## src/rtl/multicycle_control_fsm_if.sv

```systemverilog
// Control bundle between the multicycle FSM and the datapath it steers.
interface multicycle_control_fsm_if #(
  parameter int unsigned OP_WIDTH    = 6,
  parameter int unsigned STATE_WIDTH = 4
) ();

  logic [OP_WIDTH-1:0]    Opcode;
  logic                   MemReady;
  logic                   PCWrite;
  logic                   PCWriteCond;
  logic                   IorD;
  logic                   MemRead;
  logic                   MemWrite;
  logic                   IRWrite;
  logic                   MemtoReg;
  logic                   RegDst;
  logic                   RegWrite;
  logic                   ALUSrcA;
  logic [1:0]             ALUSrcB;
  logic [1:0]             ALUOp;
  logic [1:0]             PCSource;
  logic                   InvalidOp;
  logic [STATE_WIDTH-1:0] State;

  // Datapath side: supplies opcode and memory handshake, consumes controls.
  modport master (
    output Opcode, MemReady,
    input  PCWrite, PCWriteCond, IorD, MemRead, MemWrite, IRWrite, MemtoReg, RegDst,
    input  RegWrite, ALUSrcA, ALUSrcB, ALUOp, PCSource, InvalidOp, State
  );

  // Controller side.
  modport slave (
    input  Opcode, MemReady,
    output PCWrite, PCWriteCond, IorD, MemRead, MemWrite, IRWrite, MemtoReg, RegDst,
    output RegWrite, ALUSrcA, ALUSrcB, ALUOp, PCSource, InvalidOp, State
  );

endinterface

```

## src/rtl/multicycle_control_fsm.sv

```systemverilog
// Multicycle MIPS control FSM: fetch/decode/execute/memory/writeback sequencing
// with a memory-ready stall handshake and unsupported-opcode flagging.
module multicycle_control_fsm #(
  parameter int unsigned OP_WIDTH    = 6,
  parameter int unsigned STATE_WIDTH = 4
) (
  input logic                     clock,
  input logic                     reset_n,
  multicycle_control_fsm_if.slave bus
);

  localparam logic [OP_WIDTH-1:0] OpRtype = OP_WIDTH'(6'b000000);
  localparam logic [OP_WIDTH-1:0] OpLw    = OP_WIDTH'(6'b100011);
  localparam logic [OP_WIDTH-1:0] OpSw    = OP_WIDTH'(6'b101011);
  localparam logic [OP_WIDTH-1:0] OpBeq   = OP_WIDTH'(6'b000100);
  localparam logic [OP_WIDTH-1:0] OpJ     = OP_WIDTH'(6'b000010);
  localparam logic [OP_WIDTH-1:0] OpAddi  = OP_WIDTH'(6'b001000);

  typedef enum logic [STATE_WIDTH-1:0] {
    StFetch    = STATE_WIDTH'(0),
    StDecode   = STATE_WIDTH'(1),
    StMemAdr   = STATE_WIDTH'(2),
    StMemRead  = STATE_WIDTH'(3),
    StMemWb    = STATE_WIDTH'(4),
    StMemWrite = STATE_WIDTH'(5),
    StRtypeEx  = STATE_WIDTH'(6),
    StRtypeWb  = STATE_WIDTH'(7),
    StBeqEx    = STATE_WIDTH'(8),
    StJEx      = STATE_WIDTH'(9),
    StAddiEx   = STATE_WIDTH'(10),
    StAddiWb   = STATE_WIDTH'(11)
  } state_t;

  state_t state_q, state_d;

  // State register; reset forces FETCH immediately.
  always_ff @(posedge clock or negedge reset_n) begin
    if (!reset_n) begin
      state_q <= StFetch;
    end else begin
      state_q <= state_d;
    end
  end

  // Next-state and control decode; every control defaults low.
  always_comb begin
    state_d         = StFetch;
    bus.PCWrite     = 1'b0;
    bus.PCWriteCond = 1'b0;
    bus.IorD        = 1'b0;
    bus.MemRead     = 1'b0;
    bus.MemWrite    = 1'b0;
    bus.IRWrite     = 1'b0;
    bus.MemtoReg    = 1'b0;
    bus.RegDst      = 1'b0;
    bus.RegWrite    = 1'b0;
    bus.ALUSrcA     = 1'b0;
    bus.ALUSrcB     = 2'b00;
    bus.ALUOp       = 2'b00;
    bus.PCSource    = 2'b00;
    bus.InvalidOp   = 1'b0;
    bus.State       = state_q;

    case (state_q)
      StFetch: begin
        bus.MemRead = 1'b1;
        bus.ALUSrcB = 2'b01;
        // IR and PC+4 commit only in the cycle memory delivers the word.
        bus.IRWrite = bus.MemReady;
        bus.PCWrite = bus.MemReady;
        state_d     = bus.MemReady ? StDecode : StFetch;
      end
      StDecode: begin
        // Precompute the branch target while the opcode is decoded.
        bus.ALUSrcB = 2'b11;
        case (bus.Opcode)
          OpLw, OpSw: state_d = StMemAdr;
          OpRtype:    state_d = StRtypeEx;
          OpBeq:      state_d = StBeqEx;
          OpJ:        state_d = StJEx;
          OpAddi:     state_d = StAddiEx;
          default: begin
            bus.InvalidOp = 1'b1;
            state_d       = StFetch;
          end
        endcase
      end
      StMemAdr: begin
        bus.ALUSrcA = 1'b1;
        bus.ALUSrcB = 2'b10;
        state_d     = (bus.Opcode == OpSw) ? StMemWrite : StMemRead;
      end
      StMemRead: begin
        bus.MemRead = 1'b1;
        bus.IorD    = 1'b1;
        state_d     = bus.MemReady ? StMemWb : StMemRead;
      end
      StMemWb: begin
        bus.RegWrite = 1'b1;
        bus.MemtoReg = 1'b1;
        state_d      = StFetch;
      end
      StMemWrite: begin
        // Level strobe: held for every stall cycle.
        bus.MemWrite = 1'b1;
        bus.IorD     = 1'b1;
        state_d      = bus.MemReady ? StFetch : StMemWrite;
      end
      StRtypeEx: begin
        bus.ALUSrcA = 1'b1;
        bus.ALUOp   = 2'b10;
        state_d     = StRtypeWb;
      end
      StRtypeWb: begin
        bus.RegWrite = 1'b1;
        bus.RegDst   = 1'b1;
        state_d      = StFetch;
      end
      StBeqEx: begin
        bus.ALUSrcA     = 1'b1;
        bus.ALUOp       = 2'b01;
        bus.PCWriteCond = 1'b1;
        bus.PCSource    = 2'b01;
        state_d         = StFetch;
      end
      StJEx: begin
        bus.PCWrite  = 1'b1;
        bus.PCSource = 2'b10;
        state_d      = StFetch;
      end
      StAddiEx: begin
        bus.ALUSrcA = 1'b1;
        bus.ALUSrcB = 2'b10;
        state_d     = StAddiWb;
      end
      StAddiWb: begin
        bus.RegWrite = 1'b1;
        state_d      = StFetch;
      end
      // Unused codes drive nothing and recover to FETCH.
      default: state_d = StFetch;
    endcase
  end

endmodule

```

## src/flat_wrapper.sv

```systemverilog
// flat-port wrapper written by rule: the top's interface ports become plain ports
module multicycle_control_fsm_flat 
#(
  parameter int unsigned OP_WIDTH    = 6,
  parameter int unsigned STATE_WIDTH = 4
)
  (clock, reset_n, bus_Opcode, bus_MemReady, bus_PCWrite, bus_PCWriteCond, bus_IorD, bus_MemRead, bus_MemWrite, bus_IRWrite, bus_MemtoReg, bus_RegDst, bus_RegWrite, bus_ALUSrcA, bus_ALUSrcB, bus_ALUOp, bus_PCSource, bus_InvalidOp, bus_State);
  multicycle_control_fsm_if #(.OP_WIDTH(OP_WIDTH), .STATE_WIDTH(STATE_WIDTH)) bus_i ();
  input logic clock;
  input logic reset_n;
  input wire logic [$bits(bus_i.Opcode)-1:0] bus_Opcode;
  input wire logic [$bits(bus_i.MemReady)-1:0] bus_MemReady;
  output wire logic [$bits(bus_i.PCWrite)-1:0] bus_PCWrite;
  output wire logic [$bits(bus_i.PCWriteCond)-1:0] bus_PCWriteCond;
  output wire logic [$bits(bus_i.IorD)-1:0] bus_IorD;
  output wire logic [$bits(bus_i.MemRead)-1:0] bus_MemRead;
  output wire logic [$bits(bus_i.MemWrite)-1:0] bus_MemWrite;
  output wire logic [$bits(bus_i.IRWrite)-1:0] bus_IRWrite;
  output wire logic [$bits(bus_i.MemtoReg)-1:0] bus_MemtoReg;
  output wire logic [$bits(bus_i.RegDst)-1:0] bus_RegDst;
  output wire logic [$bits(bus_i.RegWrite)-1:0] bus_RegWrite;
  output wire logic [$bits(bus_i.ALUSrcA)-1:0] bus_ALUSrcA;
  output wire logic [$bits(bus_i.ALUSrcB)-1:0] bus_ALUSrcB;
  output wire logic [$bits(bus_i.ALUOp)-1:0] bus_ALUOp;
  output wire logic [$bits(bus_i.PCSource)-1:0] bus_PCSource;
  output wire logic [$bits(bus_i.InvalidOp)-1:0] bus_InvalidOp;
  output wire logic [$bits(bus_i.State)-1:0] bus_State;
  assign bus_i.Opcode = bus_Opcode;
  assign bus_i.MemReady = bus_MemReady;
  assign bus_PCWrite = bus_i.PCWrite;
  assign bus_PCWriteCond = bus_i.PCWriteCond;
  assign bus_IorD = bus_i.IorD;
  assign bus_MemRead = bus_i.MemRead;
  assign bus_MemWrite = bus_i.MemWrite;
  assign bus_IRWrite = bus_i.IRWrite;
  assign bus_MemtoReg = bus_i.MemtoReg;
  assign bus_RegDst = bus_i.RegDst;
  assign bus_RegWrite = bus_i.RegWrite;
  assign bus_ALUSrcA = bus_i.ALUSrcA;
  assign bus_ALUSrcB = bus_i.ALUSrcB;
  assign bus_ALUOp = bus_i.ALUOp;
  assign bus_PCSource = bus_i.PCSource;
  assign bus_InvalidOp = bus_i.InvalidOp;
  assign bus_State = bus_i.State;
  multicycle_control_fsm #(.OP_WIDTH(OP_WIDTH), .STATE_WIDTH(STATE_WIDTH)) u_core (.clock(clock), .reset_n(reset_n), .bus(bus_i));
endmodule
```

## config.mk

```make
export PLATFORM = sky130hd
export DESIGN_NAME = multicycle_control_fsm_flat
export DESIGN_NICKNAME = d
export VERILOG_FILES = /design/src/rtl/multicycle_control_fsm_if.sv /design/src/rtl/multicycle_control_fsm.sv /design/src/flat_wrapper.sv
export SDC_FILE = /design/constraint.sdc
export NUM_CORES = 1
export LEC_CHECK = 0
export ABC_CLOCK_PERIOD_IN_PS = 2660
export CAP_MARGIN = 20
export CORE_UTILIZATION = 26
export CTS_BUF_LIST = sky130_fd_sc_hd__clkbuf_2
export DETAILED_ROUTE_END_ITERATION = 12
export SLEW_MARGIN = 30
export SYNTH_ARGS = -nofsm -noshare
export SYNTH_HDL_FRONTEND = slang
export SYNTH_SLANG_ARGS = --single-unit
```

## constraint.sdc

```tcl
create_clock -name clock -period 2.66 [get_ports clock]
set_input_delay 0.266 -clock clock [delete_from_list [all_inputs] [get_ports clock]]
set_output_delay 0.266 -clock clock [all_outputs]
set_load 0.02 [all_outputs]
```

==> results.json <==
{
  "outcome": "finished clean",
  "vias_per_cell": 4.865,
  "wl_per_cell_um": 11.30,
  "sw_frac_of_total": 0.4936,
  "nNetsFinal": 117,
  "p_leak_nw": 0.3084,
  "clkLatencyLatePin_ns": 0.21,
  "crit_path_max_fanout": 12,
  "cts_tree": "built",
  "required_ns": 2.39,
  "fmax_ghz": 0.4448,
  "die-area_um2": 2371,
  "place_ws_ns": 0.4916,
  "ir_worst_vdd_mv": 0.3848,
  "grt_setup_unrepaired": "no",
  "crit_path_start_kind": "flip-flop",
  "layout_commonest_cell": "clkdlybuf4s50_1",
  "grt_start_max_net_pins": 20,
  "drc": 0,
  "ff2ff_path_depth": 4,
  "ys_types": 34,
  "area_delta_synth_final_pct": 52.98,
  "io_buffers": 29,
  "stdcell_count": 133,
  "met2_usage": 0.2431,
  "clkPwrFrac": 0.074,
  "wirelength_um": 1503,
  "gp_congestion": 0.7573,
  "syn_inst": 81,
  "crit_path_cell_trace": "nand2b_1 > nor3_1 > clkdlybuf4s50_1",
  "fin_ws_ns": 0.4118,
  "finClkSkew_ns": 0.007700,
  "grt_busiest_layer": "met2",
  "grt.overflow.total": 0,
  "worstMarginPinSlew_ns": 0.5270,
  "ctsResizeCount": 0,
  "dp.cells": 130,
  "grt_pass1_vias": 577,
  "r2r-start": "u_core.bus.State[0]",
  "h-tree-depth": 1,
  "endpoint_kind": "output port",
  "placed_area_um2": 852.1,
  "sequentialPowerShare": 0.182,
  "cts_buffers": 3,
  "num_io_pins": 30,
  "ys.flop_type": "dfrtp_1",
  "maxSlewViolCount": 0,
  "drt_iter0_markers": 9,
  "cts.sinks": 4,
  "grt_util_met1": 0.1775,
  "synth-seq-cells": 4,
  "antenna_cells": 0,
  "drive_gt1_frac": 0.1038,
  "relSlewSlack": 0.6486,
  "critPathArrivalTime_ns": 1.98,
  "grt_pass1_wl_um": 2677,
  "path_clk_slew_ns": 0.05,
  "dr.pass1.iters": 4,
  "ys.warnings.count": 0,
  "row_count": 16,
  "max_cap_violations": 0,
  "power_uw": 779.5,
  "finalCritPeriodShare": 0.8452,
  "vias": 647,
  "comb_power_share": 0.744,
  "fin_area_um2": 867.1,
  "p_int_uw": 394.7,
  "syn_area_um2": 566.8,
  "avgSynthCellArea_um2": 6.997,
  "crit_type": "flip-flop to output port",
  "synth_edf_count": 0,
  "setup_violations": 0,
  "initial_core_util": 0.2831,
  "dp_hpwl_um": 1146,
  "cellPowerDensity_nw_per_um2": 898.9,
  "met3_usage": 0.02201,
  "ctsHoldBuffers": 0,
  "synthArstFlopShare": 1.000,
  "core-area_um2": 2002,
  "final_cell_mix": "29 x clkdlybuf4s50_1, 10 x nor2_1, 9 x nor3_1, 8 x nand2b_1, 7 x a21oi_1",
  "syn_nets": 90,
  "period_minus_slack_ns": 2.248,
  "hold_viol": 0,
  "switching_power_uw": 384.7,
  "clk_path_buf_depth": 2,
  "largest_reg_flops": 4,
  "die-height_um": 48.69,
  "max_stage_delay_ns": 0.67,
  "grt_usage": 0.1428,
  "cts_root_buf": "clkbuf_2",
  "cpMaxStageDelayCell": "clkdlybuf4s50_1",
  "finalSetupTns_ns": 0,
  "antenna_found_initial": 0,
  "regToRegEndpoint": "u_core.bus.State[2]",
  "yosysSeqAreaShare": 0.1766,
  "hp-class": "primary input to async pin",
  "die_x_um": 48.69,
  "cts_setup_buffers": 0,
  "r2r_setup_slack_ns": 0.96,
  "ant_nets": 0
}
-- cell usage after synthesis (2+ instances only) --
cell / count / area share
and3_1: 2 / 0.022
o21ai_1: 2 / 0.018
nand2b_1: 8 / 0.088
a21oi_1: 7 / 0.062
nand2_1: 5 / 0.033
o21ai_0: 2 / 0.018
nand3_1: 3 / 0.026
o221ai_2: 2 / 0.053
buf_4: 2 / 0.026
dfrtp_1: 4 / 0.18
nor3_1: 9 / 0.079
nor2_1: 10 / 0.066
buf_2: 4 / 0.035
-- final cells by class --
class	instances	area (um^2)
Multi-Input combinational cell	67	409.1
Sequential cell	4	100.1
Inverter	1	3.754
Clock buffer	3	15.01
Timing Repair Buffer	31	305.3
Fill cell	207	1135
Tap cell	27	33.78
-- layer usage --
layer  up-vias  share of wire
li1        343              -
met2        10           0.50
met5         -              0
met4         0              0
met3         0          0.026
met1       294           0.47
-- how the worst max path moves through the flow --
stage                         from              end  slack, ns  cells past startpoint
3_5_place_dp          bus_MemReady      bus_PCWrite       0.49                      5
3_3_place_gp         bus_Opcode[1]    bus_InvalidOp       0.49                      5
6_report       u_core.bus.State[3]     bus_ALUOp[0]       0.41                      3
2_1_floorplan  u_core.bus.State[1]     bus_ALUOp[0]       0.69                      4
5_1_grt        u_core.bus.State[3]  bus_PCWriteCond       0.18                      3
4_1_cts        u_core.bus.State[3]     bus_ALUOp[0]       0.39                      3
-- power groups by stage --
stage	combinational (mW)	clock [mW]	sequential, mW
6_report	0.580	0.0574	0.142
5_1_grt	0.631	0.0647	0.151
4_1_cts	0.585	0.0613	0.143
3_5_place_dp	0.581	0	0.143
3_3_place_gp	0.584	0	0.144
2_1_floorplan	0.381	0	0.119
-- cells by family after synthesis --
family                 synth area share
AND/OR/NAND/NOR                  0.4835
AO/OA/AOI/OAI                    0.2230
buffers and inverters            0.1015
flip-flops                       0.1766
XOR/XNOR                        0.01546
-- through the flow --
step / hold WS [ns] / utilization
after floorplan: -0.02959 / -
after global placement: 0.4795 / 0.4256
after detailed placement: 0.4833 / 0.4256
after CTS: 0.2417 / 0.4331
after global routing: 0.2471 / 0.4331
final: 0.2497 / 0.4331
-- worst max-delay path, delay by kind of cell (launching register included) --
kind / cells / cell delay, ns
simple gates: 2 / 0.51
buf+inv: 1 / 0.67
flops: 1 / 0.59
Note: power is estimated with default switching activity, not from simulation.
